[src/rtl/wash_cycle_ctrl.sv]
// Wash-cycle sequencer: IDLE -> FILL -> WASH -> DRAIN -> DONE with a BCD countdown and water level.
// Optional buzzer on DONE entry is enabled by defining WASH_BUZZER_EN.
module wash_cycle_ctrl #(
   parameter int unsigned CLK_HZ  = 100_000_000,
   parameter int unsigned FILL_S  = 9,
   parameter int unsigned WASH_S  = 70,
   parameter int unsigned DRAIN_S = 20,
   parameter int unsigned LVL_MAX = 9
) (
   input  logic        clk,
   input  logic        rst,
   input  logic        i_start,
   input  logic        i_pause,
   input  logic        i_lid_open,
   output logic [2:0]  o_phase,
   output logic [11:0] o_remain_bcd,
   output logic [3:0]  o_level,
   output logic        o_busy,
   output logic        o_done,
`ifdef WASH_BUZZER_EN
   output logic        o_buzz,
`endif
   output logic [7:0]  o_st_light
);

   localparam int unsigned CNT_W   = (CLK_HZ > 1) ? $clog2(CLK_HZ) : 1;
   localparam int unsigned PC_W    = 10;
   localparam int unsigned TOTAL_S = FILL_S + WASH_S + DRAIN_S;

   localparam logic [CNT_W-1:0] CNT_LAST  = CNT_W'(CLK_HZ - 1);
   localparam logic [3:0]       LVL_TOP   = 4'(LVL_MAX);
   localparam logic [11:0]      TOTAL_BCD = {4'(TOTAL_S / 100), 4'((TOTAL_S / 10) % 10),
                                             4'(TOTAL_S % 10)};

   typedef enum logic [2:0] {
      StIdle  = 3'd0,
      StFill  = 3'd1,
      StWash  = 3'd2,
      StDrain = 3'd3,
      StDone  = 3'd4
   } phase_e;

   phase_e           r_phase,     w_phase_nxt;
   logic [11:0]      r_remain,    w_remain_nxt;
   logic [3:0]       r_level,     w_level_nxt;
   logic [PC_W-1:0]  r_phase_cnt, w_phase_cnt_nxt;
   logic [CNT_W-1:0] r_tick_cnt,  w_tick_cnt_nxt;
   logic             r_start_q;
`ifdef WASH_BUZZER_EN
   logic [1:0]       r_buzz_cnt,  w_buzz_cnt_nxt;
`endif

   logic w_busy;
   logic w_run;
   logic w_cnt_en;
   logic w_tick;
   logic w_start_go;

   // BCD decrement with borrow, clamped at 000.
   function automatic logic [11:0] bcd_dec(input logic [11:0] v);
      logic [11:0] r;
      r = v;
      if (v[3:0] != 4'd0) begin
         r[3:0] = v[3:0] - 4'd1;
      end else if (v[7:4] != 4'd0) begin
         r[7:4] = v[7:4] - 4'd1;
         r[3:0] = 4'd9;
      end else if (v[11:8] != 4'd0) begin
         r[11:8] = v[11:8] - 4'd1;
         r[7:4]  = 4'd9;
         r[3:0]  = 4'd9;
      end
      return r;
   endfunction

   assign w_busy     = (r_phase == StFill) || (r_phase == StWash) || (r_phase == StDrain);
   assign w_run      = w_busy & ~i_pause & ~i_lid_open;
   assign w_start_go = i_start & ~r_start_q & ~w_busy;

`ifdef WASH_BUZZER_EN
   // The tick counter keeps running in DONE while the buzzer is sounding.
   assign w_cnt_en = w_run | (r_buzz_cnt != 2'd0);
`else
   assign w_cnt_en = w_run;
`endif

   assign w_tick = w_cnt_en && (r_tick_cnt == CNT_LAST);

   always_comb begin
      w_tick_cnt_nxt = r_tick_cnt;
      if (w_start_go) begin
         w_tick_cnt_nxt = '0;
      end else if (w_cnt_en) begin
         w_tick_cnt_nxt = w_tick ? '0 : r_tick_cnt + CNT_W'(1);
      end
   end

   always_comb begin
      w_phase_nxt     = r_phase;
      w_remain_nxt    = r_remain;
      w_level_nxt     = r_level;
      w_phase_cnt_nxt = r_phase_cnt;
`ifdef WASH_BUZZER_EN
      w_buzz_cnt_nxt  = r_buzz_cnt;
`endif
      if (w_start_go) begin
         w_phase_nxt     = StFill;
         w_remain_nxt    = TOTAL_BCD;
         w_phase_cnt_nxt = PC_W'(FILL_S);
`ifdef WASH_BUZZER_EN
         w_buzz_cnt_nxt  = 2'd0;
`endif
      end else if (w_tick) begin
         if (w_busy) begin
            w_remain_nxt    = bcd_dec(r_remain);
            w_phase_cnt_nxt = r_phase_cnt - PC_W'(1);
         end
         case (r_phase)
            StFill: begin
               if (r_level != LVL_TOP) w_level_nxt = r_level + 4'd1;
               if (r_phase_cnt == PC_W'(1)) begin
                  w_phase_nxt     = StWash;
                  w_phase_cnt_nxt = PC_W'(WASH_S);
               end
            end
            StWash: begin
               if (r_phase_cnt == PC_W'(1)) begin
                  w_phase_nxt     = StDrain;
                  w_phase_cnt_nxt = PC_W'(DRAIN_S);
               end
            end
            StDrain: begin
               if (r_level != 4'd0) w_level_nxt = r_level - 4'd1;
               if (r_phase_cnt == PC_W'(1)) begin
                  w_phase_nxt  = StDone;
                  w_remain_nxt = 12'h000;
                  w_level_nxt  = 4'd0;
`ifdef WASH_BUZZER_EN
                  w_buzz_cnt_nxt = 2'd3;
`endif
               end
            end
`ifdef WASH_BUZZER_EN
            StDone: begin
               if (r_buzz_cnt != 2'd0) w_buzz_cnt_nxt = r_buzz_cnt - 2'd1;
            end
`endif
            default: ;
         endcase
      end
   end

   always_ff @(posedge clk or negedge rst) begin
      if (!rst) begin
         r_phase     <= StIdle;
         r_remain    <= 12'h000;
         r_level     <= 4'd0;
         r_phase_cnt <= '0;
         r_tick_cnt  <= '0;
         r_start_q   <= 1'b0;
`ifdef WASH_BUZZER_EN
         r_buzz_cnt  <= 2'd0;
`endif
      end else begin
         r_phase     <= w_phase_nxt;
         r_remain    <= w_remain_nxt;
         r_level     <= w_level_nxt;
         r_phase_cnt <= w_phase_cnt_nxt;
         r_tick_cnt  <= w_tick_cnt_nxt;
         r_start_q   <= i_start;
`ifdef WASH_BUZZER_EN
         r_buzz_cnt  <= w_buzz_cnt_nxt;
`endif
      end
   end

   always_comb begin
      o_st_light = 8'h00;
      case (r_phase)
         StFill:  o_st_light = 8'h0F;
         StWash:  o_st_light = 8'h3F;
         StDrain: o_st_light = 8'h7F;
         StDone:  o_st_light = 8'hFF;
         default: o_st_light = 8'h00;
      endcase
   end

   assign o_phase      = r_phase;
   assign o_remain_bcd = r_remain;
   assign o_level      = r_level;
   assign o_busy       = w_busy;
   assign o_done       = (r_phase == StDone);
`ifdef WASH_BUZZER_EN
   assign o_buzz       = (r_buzz_cnt != 2'd0);
`endif

endmodule
[config.mk]
export PLATFORM = sky130hd
export DESIGN_NAME = wash_cycle_ctrl
export DESIGN_NICKNAME = d
export VERILOG_FILES = /design/src/rtl/wash_cycle_ctrl.sv
export SDC_FILE = /design/constraint.sdc
export NUM_CORES = 1
export LEC_CHECK = 0
export ABC_AREA = 1
export CAP_MARGIN = 20
export CORE_AREA = 2 2 88 90
export DETAILED_ROUTE_END_ITERATION = 10
export DIE_AREA = 0 0 90 92
export GPL_ROUTABILITY_DRIVEN = 0
export PLACE_DENSITY_LB_ADDON = 0.2
export SYNTH_ARGS = -nofsm -noshare
export SYNTH_HDL_FRONTEND = slang
export SYNTH_SLANG_ARGS = --single-unit
export TNS_END_PERCENT = 20
[constraint.sdc]
create_clock -name clk -period 3.2 [get_ports clk]
set_input_delay 0.48 -clock clk [delete_from_list [all_inputs] [get_ports clk]]
set_output_delay 0.48 -clock clk [all_outputs]
set_load 0.01 [all_outputs]
; Yosys cells after proc, flatten, opt, wreduce, memory -nomap -nowiden
; Index checks and enable logic that the tools add are counted.
[totals]
out_inout_bits = 29
wordCells = 77
register_bits = 57
in_bits = 5
[classes]
n_reduce_logical = 13
eq_ne = 12
bitwise = 9
add_sub_neg = 7
muxes = 30
[op_table]
columns = op, count
row1 = $mux 27, 3
row2 = $mux 12, 6
row3 = $mux 10, 5
row4 = $pmux 8 s4, 1
row5 = $add 27x1->27 const B, 1
row6 = $eq 27x27->1 const B, 1
row7 = $mux 4, 5
row8 = $pmux 10 s2, 1
row9 = $reduce_bool 4->1, 5
row10 = $mux 8, 2
row11 = $sub 4x1->4 const B, 4
row12 = $mux 3, 5
row13 = $eq 10x1->1 const B, 1
row14 = $reduce_and 5->1, 2
row15 = $sub 10x1->10 const B, 1
row16 = $ne 3x2->1 const B, 3
row17 = $pmux 3 s3, 1
row18 = $pmux 4 s2, 1
row19 = $eq 3x2->1 const B, 2
row20 = $reduce_bool 2->1, 3
row21 = $not 1->1, 5
row22 = $add 4x1->4 const B, 1
row23 = $and 1x1->1, 4
row24 = $ne 4x4->1 const B, 1
row25 = other kinds (6), 7

; Depth between registers and ports, before layout
; Gate-level depths: netlist (run 1).
[logic_depth]
word_depth = 9
depth_mapped = 11
ltp_nobuf = 11

; Worst setup path after synthesis (run 1)
; Ideal clock, no wire load.
[synth_path]
path_type = flip-flop to output port
startpoint = reg r_phase[1], in the netlist o_phase[1]
endpoint = out o_st_light[1]
path_buffers = 1
arrival_ns = 1.357
path_slack_ns = 1.363
required_time_ns = 2.720
stages_incl_launch_ff = 5
cell_sequence = dfrtp_1 nor3_1 inv_1 nand2_1 buf_4
[synth_between]
elab_chain_len = 2
word_cells_on_any_way = 5
classes_between = eq/ne (4) / mux (1)
[synth_rtl]
columns = element, line_no
row1 = start: declaration, 43  ; phase_e r_phase, w_phase_nxt;
row2 = start signal: assignment, 155  ; r_phase <= StIdle;
row3 = start signal: assignment, 165  ; r_phase <= w_phase_nxt;
row4 = $eq 3x3->1, --
row5 = net o_done, 19  ; output logic o_done,
row6 = $pmux 8 s4, 179  ; case (r_phase)
row7 = end: declaration, 23  ; output logic [7:0] o_st_light
; The timed path passes the listed nets, and every way through them passes these cells.

; Worst setup path after layout (run 1)
[layout_path]
startpoint = reg r_phase[1], in the netlist o_phase[1]
endpoint = out o_st_light[2]
[layout_between]
elab_chain_len = 2
word_cells_on_any_way = 5
classes_between = eq/ne (4) / mux (1)
[layout_rtl]
columns = element, line_no
row1 = "$eq 3x3->1, or another cell as far along", 179
row2 = $pmux 8 s4 (*), 179
; Mark *: on every way between the ends. The rest lies on a longest branch, timed or not.

==> results of run 1 <==
through the flow:
step | utilization (%) | area [um2]
after global routing | 60.77 | 4526
after detailed placement | 58.23 | 4337
after CTS | 60.77 | 4526
after global placement | 58.23 | 4337
after floorplan | - | 3959
final | 60.77 | 4526
routing by layer:
layer  track usage [%]  routed length [um]
met5                 0                   0
met4             10.90                 200
met3             3.944                 351
met2             38.28                4198
met1             28.38                4049
final cells by class:
class	instances	area share, %
Multi-Input combinational cell	412	46.17
Sequential cell	57	31.52
Inverter	94	7.797
Timing Repair Buffer	35	7.520
Clock buffer	13	3.290
Tap cell	102	2.820
Clock inverter	3	0.8847
worst reg2reg max path: cells and delay by family, from the launching register on:
kind | cells | cell delay (ns)
flops | 1 | 0.47
compound gates | 2 | 0.67
simple gates | 4 | 0.49
buf+inv | 1 | 0.35
how the worst max path moves through the flow:
stage                          start              end  cells after the start
after global placement       i_pause  o_remain_bcd[9]                      9
after CTS                 o_phase[1]    o_st_light[2]                      3
final                     o_phase[1]    o_st_light[2]                      3
after detailed placement     i_pause  o_remain_bcd[8]                      9
after floorplan           o_phase[1]    o_st_light[1]                      4
after global routing      o_phase[2]    o_st_light[6]                      6
flip-flops by register name, summed over array words and instances (netlist names):
name          flops
o_phase           3
o_level           4
r_tick_cnt       27
o_remain_bcd     12
r_start_q         1
r_phase_cnt      10
report_power, final:
group / leakage, nW / internal, W / switching [W]
logic: 1.40 / 0.000235 / 0.000351
clock network: 0.0974 / 0.000379 / 0.000296
registers: 0.711 / 0.000821 / 0.000103
total: 2.20 / 0.00144 / 0.000750
synth_stat cells (7+ instances only):
cell type  count  share of area, %
o21ai_0       31               3.9
nor3_1        23               2.9
nand3_1       35               4.4
dfrtp_1       57                36
buf_4          7               1.3
inv_2          8              0.76
ha_1           9               2.8
inv_1         86               8.2
nor2_1        71               6.7
a21oi_1       16               2.0
o21ai_1        9               1.1
nor2_2         7               1.1
nand4_1       15               2.4
nand2_1      152                14
kinds of logic after synthesis:
| family | Yosys count |
|---|---|
| AND/OR/NAND/NOR | 329 |
| buffers and inverters | 106 |
| AO/OA/AOI/OAI | 65 |
| flip-flops | 57 |
| XOR/XNOR | 9 |
| adder cells (fa/ha/maj) | 9 |
==> impl_metrics.json, run 1 <==
{
  "post-place-cells": 700,
  "io_pins": 34,
  "power_w": 0.002185,
  "async_flop_share_pct": 100.0,
  "viasPerCell": 5.123,
  "grt_usage_pct": 22.71,
  "postCtsHoldBufs": 0,
  "period_needed_ns": 2.519,
  "clk_path_buf_depth": 2,
  "cap_viol_max_count": 0,
  "start_kind": "register",
  "wl_um": 8799,
  "critical_path_arrival_ns": 2.04,
  "vias": 3668,
  "ys.warnings.count": 0,
  "grt_start_max_net_pins": 46,
  "synth.area.mux_share_pct": 0,
  "cts_root_buffer": "clkbuf_8",
  "grt-ovfl-total": 0,
  "fin_skew_ns": 0.007255,
  "path_clk_slew_ns": 0.07,
  "antenna_left": 0,
  "dr.pass1.iters": 5,
  "crit_path_end_kind": "output port",
  "reg2reg_depth": 7,
  "cp_slowest_cell": "clkdlybuf4s50_1",
  "crit_family": "buffers and inverters",
  "required_ns": 2.72,
  "cts_setup_buffers": 0,
  "cp_max_fo": 12,
  "finalMaxSlewViolations": 0,
  "hpwlAfterDp_um": 6427,
  "synth_area_um2": 3959,
  "drt_iter0_markers": 140,
  "final_cell_mix": "152 x nand2_1, 86 x inv_1, 71 x nor2_1, 57 x dfrtp_1, 35 x nand3_1",
  "crit_type": "reg -> out",
  "start_util_pct": 53.16,
  "fp.coreArea_um2": 7447,
  "ff_latch_area_um2": 1426,
  "num_antenna_cells": 0,
  "clock_sinks": 57,
  "pre_cts_ws_ns": 0.9581,
  "grt_pass1_wl_um": 15230,
  "synth_xor_area_share_pct": 1.991,
  "report.final.hold_viol_count": 3,
  "worstMarginPinSlew_ns": 0.5707,
  "yosysUniqueCellTypes": 38,
  "cp_cell_sequence": "o21ai_4 -> nand2_1 -> clkdlybuf4s50_1",
  "multi_input_area_um2": 2090,
  "synth-simple-area-share_pct": 39.00,
  "worstSkewPairLatency_ns": 0.35,
  "io_buffer_count": 33,
  "relSlewSlack_pct": 61.95,
  "period_share_pct": 78.73,
  "yosys_most_used_dff": "dfrtp_1",
  "cts_buffers": 9,
  "drc": 0,
  "run_status": "complete, but fails checks",
  "worst_r2r_endpoint": "r_tick_cnt[10]",
  "cts_tree": "done",
  "wl_per_cell_um": 12.29,
  "reg2reg_from": "o_phase[1]",
  "avgSynthCellArea_um2": 6.885,
  "drive_gt1_share_pct": 8.469,
  "synth_fa_ha_area_share_pct": 2.845,
  "synthCells": 575,
  "ys_seq_elements": 57,
  "crit_buf_inv": 1,
  "cts_resized": 0,
  "vdd_drop_max_mv": 0.2796,
  "rsz0062_at_grt": "false",
  "final-setup-viol-count": 0,
  "finalHoldWorstSlack_ns": -0.0006851,
  "die_area_um2": 8280,
  "die-height_um": 92,
  "rrSetupSlack_ns": 1.14,
  "core.rowCount": 32,
  "p_leak_nw": 2.204,
  "synth_compound_gate_area_share_pct": 8.944,
  "final_common_cell": "nand2_1",
  "violations": "hold timing",
  "power_density_nw_per_um2": 482.9,
  "synth_top_family_by_area": "simple AND/OR/NAND/NOR gates",
  "syn_to_final_growth_pct": 14.32,
  "slowest_delay_ns": 0.52,
  "max_freq_mhz": 396.9,
  "syn_nets": 589,
  "fin_nets": 623,
  "grt_pass1_vias": 3432,
  "htree_levels": 3,
  "ys_seq_area_share_pct": 36.03,
  "synth_edf_count": 0,
  "final.setup.tns_ns": 0,
  "chipWidth_um": 90,
  "setup_ws_ns": 0.6807,
  "grt_antenna_before_repair": 0,
  "fillers": 700,
  "final_cells": 716,
  "hold_class": "in -> async"
}
No activity file was read; power rests on OpenSTA's default activity.
==> run 2: changes to the inputs <==
- clock period: 3.2 -> 2.5 ns (I/O delays scaled with it)
==> run 2 against run 1 <==
- the flow now finishes without violations
- total power grew 27%
- core utilization grew 0.17 points
- final cell count is the same
- die area is the same
- clock power grew 22%
- hold slack gained 0.057 ns
- worst setup slack lost 0.58 ns
- sequential power grew 28%
- non-clock buffer count grew 1
- global-route usage grew 0.78 points
- count of clock-buffer cells in the layout is the same
- largest cell class unchanged
- largest power group unchanged
- highest routed layer unchanged
==> impl_metrics.json, run 2 (synthesized netlist as in run 1, its figures left out) <==
{
  "setup_ws_ns": 0.1013,
  "run_status": "completed",
  "clock_sinks": 57,
  "pre_cts_ws_ns": 0.3674,
  "path_clk_slew_ns": 0.07,
  "viasPerCell": 5.229,
  "cts_setup_buffers": 0,
  "hpwlAfterDp_um": 6749,
  "fin_nets": 624,
  "p_leak_nw": 2.208,
  "die_area_um2": 8280,
  "critical_path_arrival_ns": 2.02,
  "io_buffer_count": 33,
  "grt_antenna_before_repair": 0,
  "clk_path_buf_depth": 2,
  "rsz0062_at_grt": "false",
  "grt_usage_pct": 23.49,
  "vias": 3744,
  "grt_pass1_wl_um": 15920,
  "final_common_cell": "nand2_1",
  "num_antenna_cells": 0,
  "fin_util_pct": 60.94,
  "antenna_left": 0,
  "worstSkewPairLatency_ns": 0.35,
  "cts_buffers": 9,
  "die-height_um": 92,
  "io_pins": 34,
  "fin_skew_ns": 0.007246,
  "period_share_pct": 95.95,
  "power_w": 0.002778,
  "syn_to_final_growth_pct": 14.63,
  "cp_max_fo": 12,
  "top_register": "r_tick_cnt",
  "core.rowCount": 32,
  "drt_iter0_markers": 157,
  "wl_um": 9235,
  "crit_path_end_kind": "output port",
  "drive_gt1_share_pct": 8.795,
  "fp.coreArea_um2": 7447,
  "final_cell_mix": "152 x nand2_1, 86 x inv_1, 71 x nor2_1, 57 x dfrtp_1, 35 x nand3_1",
  "final-setup-viol-count": 0,
  "hold_class": "in -> async",
  "crit_type": "reg -> out",
  "dr.pass1.iters": 5,
  "relSlewSlack_pct": 55.42,
  "final_cells": 716,
  "htree_levels": 3,
  "cts_root_buffer": "clkbuf_8",
  "cts_tree": "done",
  "cap_viol_max_count": 0,
  "power_density_nw_per_um2": 612.1,
  "cts_resized": 0,
  "period_needed_ns": 2.399,
  "start_util_pct": 53.16,
  "grt_pass1_vias": 3547,
  "post-place-cells": 701,
  "largest_reg_flops": 27,
  "wl_per_cell_um": 12.90,
  "grt-ovfl-total": 0,
  "start_kind": "register",
  "required_ns": 2.12,
  "final.setup.tns_ns": 0,
  "report.final.hold_viol_count": 0,
  "finalMaxSlewViolations": 0,
  "vdd_drop_max_mv": 0.4244,
  "chipWidth_um": 90,
  "postCtsHoldBufs": 0,
  "grt_start_max_net_pins": 32,
  "drc": 0,
  "max_freq_mhz": 416.9,
  "worstMarginPinSlew_ns": 0.6687
}
run 2: changes by cell type in the layout (fill, tap and decap cells not counted), sizes merged:
cell      previous run  this run
clkinv               2         1
buf                  3         4
clkinvlp             0         1
bufinv               1         0
run 2: final timing paths:
kind                                        end       start  slack, ns  cells after the start
worst min register to register       o_phase[2]  o_phase[2]       0.55                      2
worst min-delay path             r_tick_cnt[24]         rst       0.06                      1
max in group asynchronous       o_remain_bcd[5]         rst       1.83                      2
min in group clk                      r_start_q     i_start       0.51                      1
worst max-delay path              o_st_light[2]  o_phase[0]       0.10                      3
worst max register to register   r_tick_cnt[10]  o_phase[0]       0.46                      7
run 2: through the flow:
stage               hold slack, ns  instance area, um2
floorplan                  0.07941                3959
global placement            0.4480                4357
detailed placement          0.4495                4357
CTS                        0.07439                4538
global route                0.1054                4538
finish                     0.05583                4538
run 2: critical path: stages, from the launching register on:
cell and delay, ns:
dfrtp_1 0.48, o21ai_4 0.48, nand2_1 0.19, clkdlybuf4s50_1 0.52
run 2: layer usage:
layer,vias up,share of wire (%),wire length [um],GRT usage (%)
met5,-,0,0,0
met4,0,1.5,136,8.846
met3,15,5.2,477,5.094
met2,121,49,4507,40.04
met1,1705,45,4113,29.35
li1,1903,-,-,-
run 2: cell type report:
| class | count | area, um2 |
|---|---|---|
| Fill cell | 716 | 2909 |
| Multi-Input combinational cell | 412 | 2090 |
| Sequential cell | 57 | 1426 |
| Timing Repair Buffer | 36 | 360.3 |
| Inverter | 94 | 352.8 |
| Clock buffer | 13 | 168.9 |
| Tap cell | 102 | 127.6 |
| Clock inverter | 2 | 12.51 |
run 2: power breakdown:
part / total, W / switching [W] / internal [W]
clock: 0.000823 / 0.000388 / 0.000434
sequential: 0.00118 / 0.000132 / 0.00105
combinational: 0.000772 / 0.000465 / 0.000307
total: 0.00278 / 0.000986 / 0.00179
==> run 3: changes to the inputs <==
- SLEW_MARGIN: default -> 10
==> results of run 3 <==
The final DEF is identical to that of run 2; final timing and power are the same.
